$ cat src/rtl/ioctl_region_loader.sv
// Routes one ioctl download index into address regions. It registers one-hot chip selects,
// region-relative word addresses and write strobes, and tracks per-region byte completion.
module ioctl_region_loader #(
    parameter int                          NUM_REGIONS = 12,
    parameter logic [7:0]                  INDEX       = 8'd0,
    parameter int                          DATA_W      = 8,
    parameter logic [NUM_REGIONS*25-1:0]   REGION_BASE = '0,
    parameter logic [NUM_REGIONS*25-1:0]   REGION_SIZE = {NUM_REGIONS{25'h1000}}
) (
    input  logic                   clk_49m,
    input  logic                   reset,
    input  logic                   ioctl_download,
    input  logic [7:0]             ioctl_index,
    input  logic [24:0]            ioctl_addr,
    input  logic [7:0]             ioctl_data,
    input  logic                   ioctl_wr,
    output logic [NUM_REGIONS-1:0] rom_cs,
    output logic [24:0]            rom_addr,
    output logic [DATA_W-1:0]      rom_data,
    output logic                   rom_wr,
    output logic [NUM_REGIONS-1:0] region_done,
    output logic                   all_done,
    output logic                   stray
);

    localparam int IDX_W = (NUM_REGIONS > 1) ? $clog2(NUM_REGIONS) : 1;
    localparam int SHIFT = (DATA_W == 16) ? 1 : 0;

    typedef enum logic {S_IDLE, S_ACTIVE} state_t;

    state_t                 state_q;
    logic                   dl_q;
    logic [NUM_REGIONS-1:0] cs_q, cs_d;
    logic [24:0]            addr_q, addr_d;
    logic [DATA_W-1:0]      data_q, data_d;
    logic                   wr_q, wr_d;
    logic [NUM_REGIONS-1:0] done_q, done_d;
    logic                   all_done_q;
    logic                   stray_q, stray_d;
    logic [7:0]             hold_q, hold_d, hold_eff;
    logic [IDX_W-1:0]       tag_q, tag_d;
    logic [24:0]            cnt_q [NUM_REGIONS];
    logic [24:0]            cnt_d [NUM_REGIONS];

    logic                   index_ok, accepted, rise;
    logic [NUM_REGIONS-1:0] hit_vec, onehot;
    logic                   any_hit;
    logic [IDX_W-1:0]       hit_idx;
    logic [24:0]            hit_base, offset;
    logic                   odd;

    assign index_ok = (ioctl_index == INDEX);
    assign accepted = ioctl_wr && index_ok;
    assign rise     = ioctl_download && !dl_q && index_ok;

    // Range compare in 26 bits so base+size never wraps.
    always_comb begin
        for (int i = 0; i < NUM_REGIONS; i++) begin
            hit_vec[i] = ({1'b0, ioctl_addr} >= {1'b0, REGION_BASE[25*i +: 25]}) &&
                         ({1'b0, ioctl_addr} <  ({1'b0, REGION_BASE[25*i +: 25]} +
                                                 {1'b0, REGION_SIZE[25*i +: 25]}));
        end
    end

    // Scanning downward leaves the lowest overlapping index as the winner.
    always_comb begin
        any_hit  = 1'b0;
        hit_idx  = '0;
        hit_base = '0;
        onehot   = '0;
        for (int i = NUM_REGIONS - 1; i >= 0; i--) begin
            if (hit_vec[i]) begin
                any_hit   = 1'b1;
                hit_idx   = IDX_W'(i);
                hit_base  = REGION_BASE[25*i +: 25];
                onehot    = '0;
                onehot[i] = 1'b1;
            end
        end
    end

    assign offset   = ioctl_addr - hit_base;
    assign odd      = offset[0];
    assign hold_eff = (rise || (tag_q != hit_idx)) ? 8'h00 : hold_q;

    generate
        if (DATA_W == 16) begin : g_w16
            assign data_d = {ioctl_data, hold_eff};
        end else begin : g_w8
            logic [7:0] unused_hold;
            assign unused_hold = hold_eff;
            assign data_d      = ioctl_data;
        end
    endgenerate

    always_comb begin
        wr_d    = accepted && any_hit && ((DATA_W == 8) || odd);
        cs_d    = wr_d ? onehot : '0;
        addr_d  = offset >> SHIFT;
        stray_d = rise ? 1'b0 : stray_q;
        if (accepted && !any_hit) stray_d = 1'b1;
        hold_d  = rise ? 8'h00 : hold_q;
        tag_d   = tag_q;
        if (accepted && any_hit && (DATA_W == 16)) begin
            if (!odd) begin
                hold_d = ioctl_data;
                tag_d  = hit_idx;
            end else begin
                hold_d = 8'h00;
            end
        end
    end

    // A download edge clears the counters before the same-cycle byte is counted.
    always_comb begin
        for (int i = 0; i < NUM_REGIONS; i++) begin
            cnt_d[i] = rise ? 25'd0 : cnt_q[i];
            if (accepted && onehot[i] && (cnt_d[i] != REGION_SIZE[25*i +: 25]))
                cnt_d[i] = cnt_d[i] + 25'd1;
            done_d[i] = (cnt_d[i] == REGION_SIZE[25*i +: 25]);
        end
    end

    always_ff @(posedge clk_49m) begin
        if (reset) begin
            state_q    <= S_IDLE;
            dl_q       <= 1'b0;
            cs_q       <= '0;
            addr_q     <= '0;
            data_q     <= '0;
            wr_q       <= 1'b0;
            done_q     <= '0;
            all_done_q <= 1'b0;
            stray_q    <= 1'b0;
            hold_q     <= 8'h00;
            tag_q      <= '0;
            for (int i = 0; i < NUM_REGIONS; i++) cnt_q[i] <= '0;
        end else begin
            dl_q <= ioctl_download;
            case (state_q)
                S_IDLE:   if (rise) state_q <= S_ACTIVE;
                S_ACTIVE: if (!ioctl_download) state_q <= S_IDLE;
                default:  state_q <= S_IDLE;
            endcase
            cs_q       <= cs_d;
            wr_q       <= wr_d;
            if (wr_d) begin
                addr_q <= addr_d;
                data_q <= data_d;
            end
            done_q     <= done_d;
            all_done_q <= &done_d;
            stray_q    <= stray_d;
            hold_q     <= hold_d;
            tag_q      <= tag_d;
            for (int i = 0; i < NUM_REGIONS; i++) cnt_q[i] <= cnt_d[i];
        end
    end

    assign rom_cs      = cs_q;
    assign rom_addr    = addr_q;
    assign rom_data    = data_q;
    assign rom_wr      = wr_q;
    assign region_done = done_q;
    assign all_done    = all_done_q;
    assign stray       = stray_q;

endmodule
$ cat config.mk
export PLATFORM = sky130hd
export DESIGN_NAME = ioctl_region_loader
export DESIGN_NICKNAME = d
export VERILOG_FILES = /design/src/rtl/ioctl_region_loader.sv
export SDC_FILE = /design/constraint.sdc
export NUM_CORES = 1
export LEC_CHECK = 0
export BUFFER_PORTS_ARGS = -buffer_cell sky130_fd_sc_hd__buf_2
export CORE_MARGIN = 3
export CORE_UTILIZATION = 26
export CTS_BUF_LIST = sky130_fd_sc_hd__clkbuf_4 sky130_fd_sc_hd__clkbuf_8
export DETAILED_ROUTE_END_ITERATION = 8
export PLACE_DENSITY = 0.45
export SLEW_MARGIN = 10
export SYNTH_ARGS = -nofsm -noshare
export SYNTH_HDL_FRONTEND = slang
export SYNTH_SLANG_ARGS = --single-unit
$ cat constraint.sdc
create_clock -name clk_49m -period 3.4 [get_ports clk_49m]
set_input_delay 0.17 -clock clk_49m [delete_from_list [all_inputs] [get_ports clk_49m]]
set_output_delay 0.17 -clock clk_49m [all_outputs]
set_load 0.03 [all_outputs]
==> results.md, run 1 <==
- Overall Power: 8.33 mW
- IO Port Bufs: 93
- Final hold violations: 0
- Final setup margin: roughly 0.36 ns
- H-tree depth: 2
- Ranking of synthesized cells by area: dfxtp_1 61%, and2_1 16%, nor4_1 3.6%, nand2_1 2.2%, nor2_1 1.8%
- WL per Instance: 12.6 um
- R2R setup slack: about 0.36 ns
- Pre-Repair DR Iteration Count: 6
- DR vias/cell: 4.09
- Vias in the first global route: 7675
- Adder and majority gate portion of the synthesized area: 0.00216
- Yosys warns: 0
- Vias: between 7000 and 8000
- CP Launch Type: flop
- Slew @ Worst Pin: 0.943 ns
- Clk network pwr share: 0.491
- Die Y: 217 um
- Synth cell types: 57
- Worst slew margin: 0.371
- Multiplexer area fraction after synthesis: 0
- Root buffer cell: clkbuf_8
- Critical path endpoint category: flop
- Pre-CTS setup slack: 0.227 ns
- Hold WC Path Type: in -> reg
- Final GP Congestion: around 0.84
- Synth top area share: 0.606
- RSZ-0062 raised after global routing: no
- # IOs: 105
- Pwr per Cell Area: roughly 590 nW/um^2
- Psw: 1.76 mW
- Slew Viols, Final: 0
- Mapped Avg Cell Area: approximately 10 sq um
- Internal: 6.56 mW
- MaxCap Viol Count: 0
- Slowest stage delay, CP: 0.34 ns
- Postcts setup bufs: 0
- Worst Reg2Reg Path Length in Cells: 12
- Synth Area in Compound Gates: 0.0331
- Worst Skew: around 0.03 ns
- Leak Pwr: about 5.8 nW
- Tcrit/Tclk final: 0.895
- Clk_lat worst skew: 0.63 ns
- Fmax: between 300 and 400 MHz
- Synthesized flop and latch total: 350
- Final TNS setup: 0 ns
- First-pass GRT wire length: 39300 um
- Full die area: roughly 47000 sq um
- Post-synth top area cell: dfxtp_1
- Maximum vdd drop: 0.303 mV
- Register area share after synthesis: 0.606
- Total track usage: 0.101
- Post-layout util: 0.326
- Share of cells above drive strength 1: 0.179
- Ys flop type: dfxtp_1
- Sw frac: 0.212
- Setup violators final: 0
- Pin count of the biggest net entering global routing: 254
- Largest family of logic cells by synthesized area: simple AND/OR/NAND/NOR gates
- CTS clk-pin slew, worst paths: 0.06 ns
- Area growth syn-to-layout: 22.7%
- Critical path startpoint: dl_q
- Most frequent cells in the layout: 350 x dfxtp_1, 293 x and2_1, 93 x buf_2, 79 x clkbuf_8, 69 x nand2_1
- Total grt overflow: 0
- Num CTS Buffers: 59
- CP max FO: 11
- CTS tree: yes
- Number of synthesized flops with an enable pin: 0
- Arrival time at the worst endpoint: 3.55 ns
- Commonest non-fill, non-tap cell in the layout: dfxtp_1
- WS Path Type: reg -> reg
- Initial antenna violation count: 0
- DR iter-0 viols: 423
- Cells along the critical path: nor2b_2 > nand3_1 > nand2_1 > ha_1 > nor3b_1 > nand4_1 > nor3_2 > buf_4 > nor3_1 > o31ai_1 > o211ai_1 > nor4_1
- Min cycle time layout: 3.04 ns
- Post-synthesis instance total: 1118
- Antenna viol nets, final: 0
- XOR/XNOR Fraction of Synth Area: 0.0159
- TritonCTS Sinks: 350
- Final WL: 23800 um
- Status: finished, final reports clean
- Clk buf depth: 3
- Synth Area in Simple Gates: 0.312
- Asr flop ratio synth: 0
- Worst path required time: 3.90 ns
- Gate power share: 0.016
- Rows: 76
- HPWL Detailed: 14700 um
- Worst r2r src: dl_q
- Starting density of the core: 0.266
- Reg2reg end: region_done[0]
- DRC violations left: 0
- Core Area: 43500 sq um
- Worst path slowest cell: nor2b_2
- Die width: 217 um
- Reg power frac: 0.493
- Nets: approximately 1300
- Worst Setup EP: region_done[0]
- Mapped Area: ~12000 sq um
cells by family after synthesis:
logic type | Yosys count
flops | 350
other cells | 1
fa+ha+maj | 2
xor+xnor | 21
compound gates | 60
simple gates | 615
buf+inv | 69
critical path, delay by kind of cell, from the launching register on:
kind	cells	cell delay, ns
compound gates	2	0.36
flops	1	0.32
fa+ha+maj	1	0.16
buf+inv	1	0.24
simple gates	8	1.84
what timing repair did:
action | 4_1_cts | 5_1_grt
gates resized for setup | 0 | 1
endpoints found under the hold margin | 25 | 0
endpoints found under the setup margin | 0 | 2
hold buffers | 23 | 0
registers in the layout, summed over array words and instances (netlist names):
signal,cells
all_done,1
cnt_q,300
rom_wr,1
dl_q,1
rom_cs,1
rom_addr,25
stray,1
rom_data,8
region_done,12
power groups by stage:
| stage | clock network (mW) | logic (mW) | registers, mW |
|---|---|---|---|
| after floorplan | 0 | 0.0777 | 4.19 |
| after global placement | 0 | 0.115 | 4.19 |
| after detailed placement | 0 | 0.116 | 4.19 |
| after CTS | 4.28 | 0.136 | 4.10 |
| after global routing | 4.47 | 0.150 | 4.10 |
| final | 4.09 | 0.134 | 4.10 |
cell type report:
class	instances	area, sq um
Timing Repair Buffer	130	813
Multi-Input combinational cell	709	4250
Clock buffer	95	1210
Antenna cell	1	2.50
Tap cell	585	732
Inverter	5	18.8
Fill cell	4417	29300
Sequential cell	350	7010
Clock inverter	14	149
synthesized netlist by cell type, types with 3 or more instances:
master and n:
a21oi_1 29, a22oi_1 3, and2_1 293, and3_1 8
and4_1 4, buf_2 3, buf_4 12, buf_6 3
clkbuf_1 44, dfxtp_1 350, inv_1 5, nand2_1 69
nand2b_1 3, nand3_1 24, nand4_1 27, nor2_1 54
nor3_1 28, nor4_1 67, nor4b_1 12, o211ai_1 3
o21ai_0 8, or3_1 6, xnor2_1 9, xor2_1 12
worst min path at each step:
stage                   startpoint            to  depth (start not counted)
global placement     ioctl_data[0]   rom_data[0]                          3
floorplan           ioctl_download          dl_q                          1
global route              ioctl_wr         stray                          4
CTS                       ioctl_wr  cnt_q[0][11]                          6
detailed placement   ioctl_data[1]   rom_data[1]                          3
finish                    ioctl_wr  cnt_q[0][11]                          6
per-layer routing:
| metal | vias to the layer above | global-route usage | wire (um) |
|---|---|---|---|
| met4 | 0 | 0.0539 | 816 |
| li1 | 4051 | - | - |
| met1 | 3444 | 0.137 | 11700 |
| met2 | 179 | 0.148 | 9820 |
| met5 | - | 0 | 0 |
| met3 | 61 | 0.0258 | 1400 |
stage by stage:
stage                     instance area [sq um]  hold WS, ns  cells
after floorplan                           11600        0.298   1128
after global routing                      14200        0.126   1888
after CTS                                 14200       0.0309   1888
after global placement                    12600        0.413   1756
after detailed placement                  12600        0.418   1756
final                                     14200       0.0840   1889
No activity file was read; power rests on OpenSTA's default activity.
==> run 2, diff against run 1 <==
--- a/config.mk
+++ b/config.mk
@@ -7,10 +7,10 @@
 export LEC_CHECK = 0
 export BUFFER_PORTS_ARGS = -buffer_cell sky130_fd_sc_hd__buf_2
 export CORE_MARGIN = 3
-export CORE_UTILIZATION = 26
+export CORE_UTILIZATION = 30
 export CTS_BUF_LIST = sky130_fd_sc_hd__clkbuf_4 sky130_fd_sc_hd__clkbuf_8
 export DETAILED_ROUTE_END_ITERATION = 8
-export PLACE_DENSITY = 0.45
+export PLACE_DENSITY = 0.5
 export SLEW_MARGIN = 10
 export SYNTH_ARGS = -nofsm -noshare
 export SYNTH_HDL_FRONTEND = slang
==> run 2 against run 1 <==
Highest routed layer unchanged. Critical endpoint is now all_done. Total power shrank 5.1%. First-iteration DRC count grew 18%. Register-to-register slack gained 0.34 ns. Largest power group unchanged.
==> results.md, run 2 (synthesis gave the netlist of run 1 again) <==
- Status: finished, final reports clean
- Resized cells post-CTS: 0
- ANT cells: 0
- Non-filler cells, final: 1795
- Slew @ Worst Pin: 0.794 ns
- CP delay by family, top: simple AND/OR/NAND/NOR gates
- Commonest non-fill, non-tap cell in the layout: dfxtp_1
- Pre-Repair DR Iteration Count: 5
- Overall Power: 7.90 mW
- HPWL Detailed: roughly 14000 um
- IO Port Bufs: 93
- DR vias/cell: 4.30
- Arrival time at the worst endpoint: 3.19 ns
- Clk network pwr share: 0.464
- WL per Instance: 12.9 um
- Area growth syn-to-layout: 20.0%
- Final hold violations: 0
- # IOs: 105
- Reg power frac: 0.519
- Crit path buf inv count: 4
- GR Util met1: 0.154
- Placed Cells: 1683
- MaxCap Viol Count: 0
- Critical path endpoint category: flop
- Min cycle time layout: 2.70 ns
- Final setup margin: 0.696 ns
- CTS clk-pin slew, worst paths: 0.06 ns
- Starting density of the core: 0.305
- Worst path required time: 3.89 ns
- Most frequent cells in the layout: 350 x dfxtp_1, 293 x and2_1, 93 x buf_2, 70 x clkbuf_8, 69 x nand2_1
- Share of cells above drive strength 1: 0.167
- Final TNS setup: 0 ns
- Pre-CTS setup slack: 0.591 ns
- Clk buf depth: 3
- Clk_lat worst skew: 0.59 ns
- CTS tree: yes
- Slew Viols, Final: 0
- Sw frac: 0.205
- Gate power share: 0.017
- Antenna viol nets, final: 0
- Final GP Congestion: about 0.84
- CP Launch Type: primary input
- Full die area: 40900 sq um
- Root buffer cell: clkbuf_8
- Internal: ~6.3 mW
- Fmax: 370 MHz
- Total grt overflow: 0
- WS Path Type: in -> reg
- GR Layer Usage met2: 0.165
- Core Area: 37800 sq um
- CP dominant cell by count: inv_1
- Psw: 1.62 mW
- Vias: 7715
- Pwr per Cell Area: between 500 and 600 nW/um^2
- TritonCTS Sinks: 350
- Num CTS Buffers: 55
- CP max FO: 8
- Setup violators final: 0
- First-pass GRT wire length: 38300 um
- Worst slew margin: 0.471
- Final WL: 23100 um
- Tcrit/Tclk final: 0.795
- Slowest stage delay, CP: between 0.5 and 0.6 ns
- Vias in the first global route: 7532
- Hold WC Path Type: in -> reg
- Die width: 202 um
- Leak Pwr: 5.65 nW
- Initial antenna violation count: 0
- Total track usage: 0.112
- Rows: slightly above 70
- Most Crowded Layer GR: met2
- Max reg flops: 300
- Nets: 1297
- DRC violations left: 0
- Worst Skew: around 0.014 ns
- Maximum vdd drop: between 0.2 and 0.3 mV
- Worst path slowest cell: dlygate4sd3_1
- Biggest register: cnt_q
- Postcts setup bufs: 0
- Pin count of the biggest net entering global routing: approximately 170
- GR Util met3: 0.0296
- RSZ-0062 raised after global routing: no
- DR iter-0 viols: 498
- Die Y: ~200 um
- Hold_buf cts: 21
- Cells along the critical path: dlygate4sd3_1 > buf_2 > nor2b_1 > nand3_1 > nand2_1 > inv_1 > ha_1 > inv_1 > nor2_1 > nand3_4 > or4_1 > a22oi_1 > nand4_1 > nor4_2
- H-tree depth: 2
==> run 2: cell types whose count changed in the layout (fill, tap and decap cells not counted), sizes merged <==
cell and change:
buf +1, clkbuf -11, clkinv -3, clkinvlp -3, diode -1, dlygate4sd3 -2
inv -1
==> run 2: routing by layer <==
| layer | share of wire | up-vias |
|---|---|---|
| met4 | 0.032 | 0 |
| li1 | - | 4022 |
| met3 | 0.064 | 66 |
| met5 | 0 | - |
| met2 | 0.42 | 189 |
| met1 | 0.49 | 3438 |
==> run 2: worst paths after layout <==
path | from | endpoint | slack, ns | cells past startpoint
worst min register to register | rom_data[6] | rom_data[6] | 0.45 | 2
worst max register to register | dl_q | all_done | 0.70 | 12
worst min-delay path | ioctl_wr | cnt_q[0][11] | 0.11 | 6
worst max-delay path | ioctl_download | all_done | 0.70 | 14
==> run 2: power groups by stage <==
stage	Clock, mW	Sequential (mW)	Combinational [mW]
finish	3.67	4.10	0.134
detailed placement	0	4.19	0.116
global route	4.03	4.10	0.148
floorplan	0	4.19	0.0777
CTS	3.83	4.10	0.135
global placement	0	4.19	0.115
==> run 2: area by class of cell <==
class | instances | area (sq um)
clock buffers | 84 | 1070
clock inverters | 7 | 91.3
fillers | 3751 | 24000
inverters | 5 | 18.8
multi-input cells | 709 | 4250
flip-flops and latches | 350 | 7010
well taps | 511 | 639
repair buffers | 129 | 801
==> run 2: through the flow <==
stage	hold WS (ns)	utilization	area, sq um
2_1_floorplan	0.298	-	11600
3_3_place_gp	0.412	0.330	12500
3_5_place_dp	0.418	0.330	12500
4_1_cts	0.0486	0.367	13900
5_1_grt	0.0917	0.367	13900
6_report	0.105	0.367	13900
==> run 2: worst min-delay path, delay by kind of cell <==
family,cells,cell delay [ns]
buffers and inverters,1,0.13
and+or+nand+nor,4,0.30
xor gates and xnor gates,1,0.06
==> run 3, diff against run 2 <==
==> constraint.sdc (replaced) <==
create_clock -name clk_49m -period 2.68 [get_ports clk_49m]
set_input_delay 0.134 -clock clk_49m [delete_from_list [all_inputs] [get_ports clk_49m]]
set_output_delay 0.134 -clock clk_49m [all_outputs]
set_load 0.03 [all_outputs]
==> run 3 against run 2 <==
Global-route usage barely moved. First-iteration DRC count is 14% lower. Non-clock buffer count rose by 11. Critical path depth unchanged. Sequential power up 27%. Core utilization is 0.57 points higher. Combinational power is 25% higher. Die area did not move. Register-to-register slack worse by 0.50 ns. Final cell count is 1.1% higher. Setup slack worse by 0.50 ns. Critical endpoint is now region_done[0].
==> results.md, run 3 (synthesis gave the netlist of run 1 again) <==
- Most frequent cells in the layout: 350 x dfxtp_1, 293 x and2_1, 93 x buf_2, 75 x clkbuf_8, 68 x nand2_1
- Root buffer cell: clkbuf_8
- Nets: 1309
- Starting density of the core: 0.305
- Final WL: 22600 um
- TritonCTS Sinks: 350
- Overall Power: between 10 and 15 mW
- IO Port Bufs: 93
- WS Path Type: in -> reg
- HPWL Detailed: 14300 um
- Slew @ Worst Pin: between 1 and 1.5 ns
- MaxCap Viol Count: 0
- Worst path required time: 3.15 ns
- Full die area: 40900 sq um
- Hold WC Path Type: in -> reg
- Cells along the critical path: dlygate4sd3_1 > buf_2 > nor2b_2 > nand3_2 > nand2_2 > ha_1 > nor3b_2 > nand4_1 > nor3_2 > buf_4 > or4_1 > a22oi_1 > nand4_1 > nor4_1
- Fillers: 3760
- Area growth syn-to-layout: 21.9%
- Pre-CTS setup slack: approximately 0.032 ns
- Min cycle time layout: 2.48 ns
- Clk buf depth: 3
- Maximum vdd drop: 0.456 mV
- Pin count of the biggest net entering global routing: 150
- H-tree depth: 2
- Rows: 71
- CP dominant cell by count: nand4_1
- Total grt overflow: 0
- Tcrit/Tclk final: 0.925
- Initial antenna violation count: 0
- First-pass GRT wire length: about 38000 um
- Post-layout util: 0.372
- Final TNS setup: 0 ns
- Slew Viols, Final: 0
- WL per Instance: approximately 12 um
- CP Launch Type: primary input
- Final setup margin: 0.200 ns
- # IOs: 105
- Placed Cells: 1691
- Die width: roughly 200 um
- Clk_lat worst skew: 0.59 ns
- Non-filler cells, final: 1815
- CTS clk-pin slew, worst paths: 0.06 ns
- Final hold violations: 0
- Arrival time at the worst endpoint: 2.95 ns
- DR vias/cell: 4.18
- Total track usage: 0.111
- Pwr per Cell Area: 726 nW/um^2
- CP delay by family, top: simple AND/OR/NAND/NOR gates
- Core Area: between 30000 and 40000 sq um
- Worst slew margin: 0.294
- Slowest stage delay, CP: approximately 0.53 ns
- Max reg flops: 300
- Biggest register: cnt_q
- Vias: 7595
- Status: finished, final reports clean
- Vias in the first global route: 7613
- Share of cells above drive strength 1: 0.189
- ANT cells: 0
- Critical path endpoint category: flop
- Worst Skew: between 0.03 and 0.04 ns
- Pre-Repair DR Iteration Count: 4
- Setup violators final: 0
- Commonest non-fill, non-tap cell in the layout: dfxtp_1
- Crit path buf inv count: 3
- DRC violations left: 0
- Worst path slowest cell: or4_1
- Fmax: 403 MHz
- Leak Pwr: 5.76 nW
- RSZ-0062 raised after global routing: no
- Num CTS Buffers: between 50 and 60
- DR iter-0 viols: approximately 430
- Antenna viol nets, final: 0
- CP max FO: 5
- Final GP Congestion: approximately 0.86
- Die Y: 202 um
- CTS tree: yes
-- run 3: cell count changes in the layout (fill, tap and decap cells not counted), sizes merged --
cell	delta
buf	+11
clkinv	+7
clkbuf	+1
clkinvlp	+1
-- run 3: worst paths after layout --
check | endpoint | start | slack (ns) | cells past startpoint
max | region_done[0] | ioctl_download | 0.20 | 14
min | cnt_q[0][11] | ioctl_wr | 0.07 | 6
max reg2reg | region_done[0] | dl_q | 0.20 | 12
min reg2reg | rom_data[1] | rom_data[1] | 0.45 | 2
-- run 3: cell type report --
type	count	area (sq um)	area share
clock inverter	15	146	0.0104
clock buffer	85	1110	0.0786
multi-input combinational	709	4290	0.304
inverter	5	18.8	0.00133
tap	511	639	0.0454
timing repair buffer	140	883	0.0627
sequential	350	7010	0.497
-- run 3: metal layers --
metal,share of wire,vias up,track usage
li1,-,4045,-
met4,0.031,0,0.0505
met3,0.047,53,0.0279
met1,0.50,3346,0.153
met5,0,-,0
met2,0.42,151,0.165
-- run 3: worst reg2reg max path: stages (launching register included) --
cell and delay (ns):
dfxtp_1 0.33, nor2b_2 0.05, nand3_2 0.09, nand2_2 0.08, ha_1 0.20, nor3b_2 0.15
nand4_1 0.13, nor3_2 0.07, buf_4 0.17, or4_1 0.53, a22oi_1 0.18, nand4_1 0.17
nor4_1 0.24
-- run 3: timing repair --
action                                  4_1_cts  5_1_grt
endpoints found under the hold margin        21        0
resized for setup                             0       10
hold buffers                                 21        0
endpoints found under the setup margin        0        3
setup buffers                                 0        3
-- run 3: where the power goes --
part / switching (mW) / leakage (nW) / internal, mW
Sequential: 0.000476 / 2.82 / 5.21
Clock: 2.01 / 0.664 / 2.84
Combinational: 0.112 / 2.27 / 0.0556
-- run 3: stage by stage --
stage / hold slack (ns) / instance area (sq um)
2_1_floorplan: 0.262 / 11600
3_3_place_gp: 0.375 / 12600
3_5_place_dp: 0.381 / 12600
4_1_cts: 0.0111 / 14000
5_1_grt: 0.0509 / 14100
6_report: 0.0715 / 14100
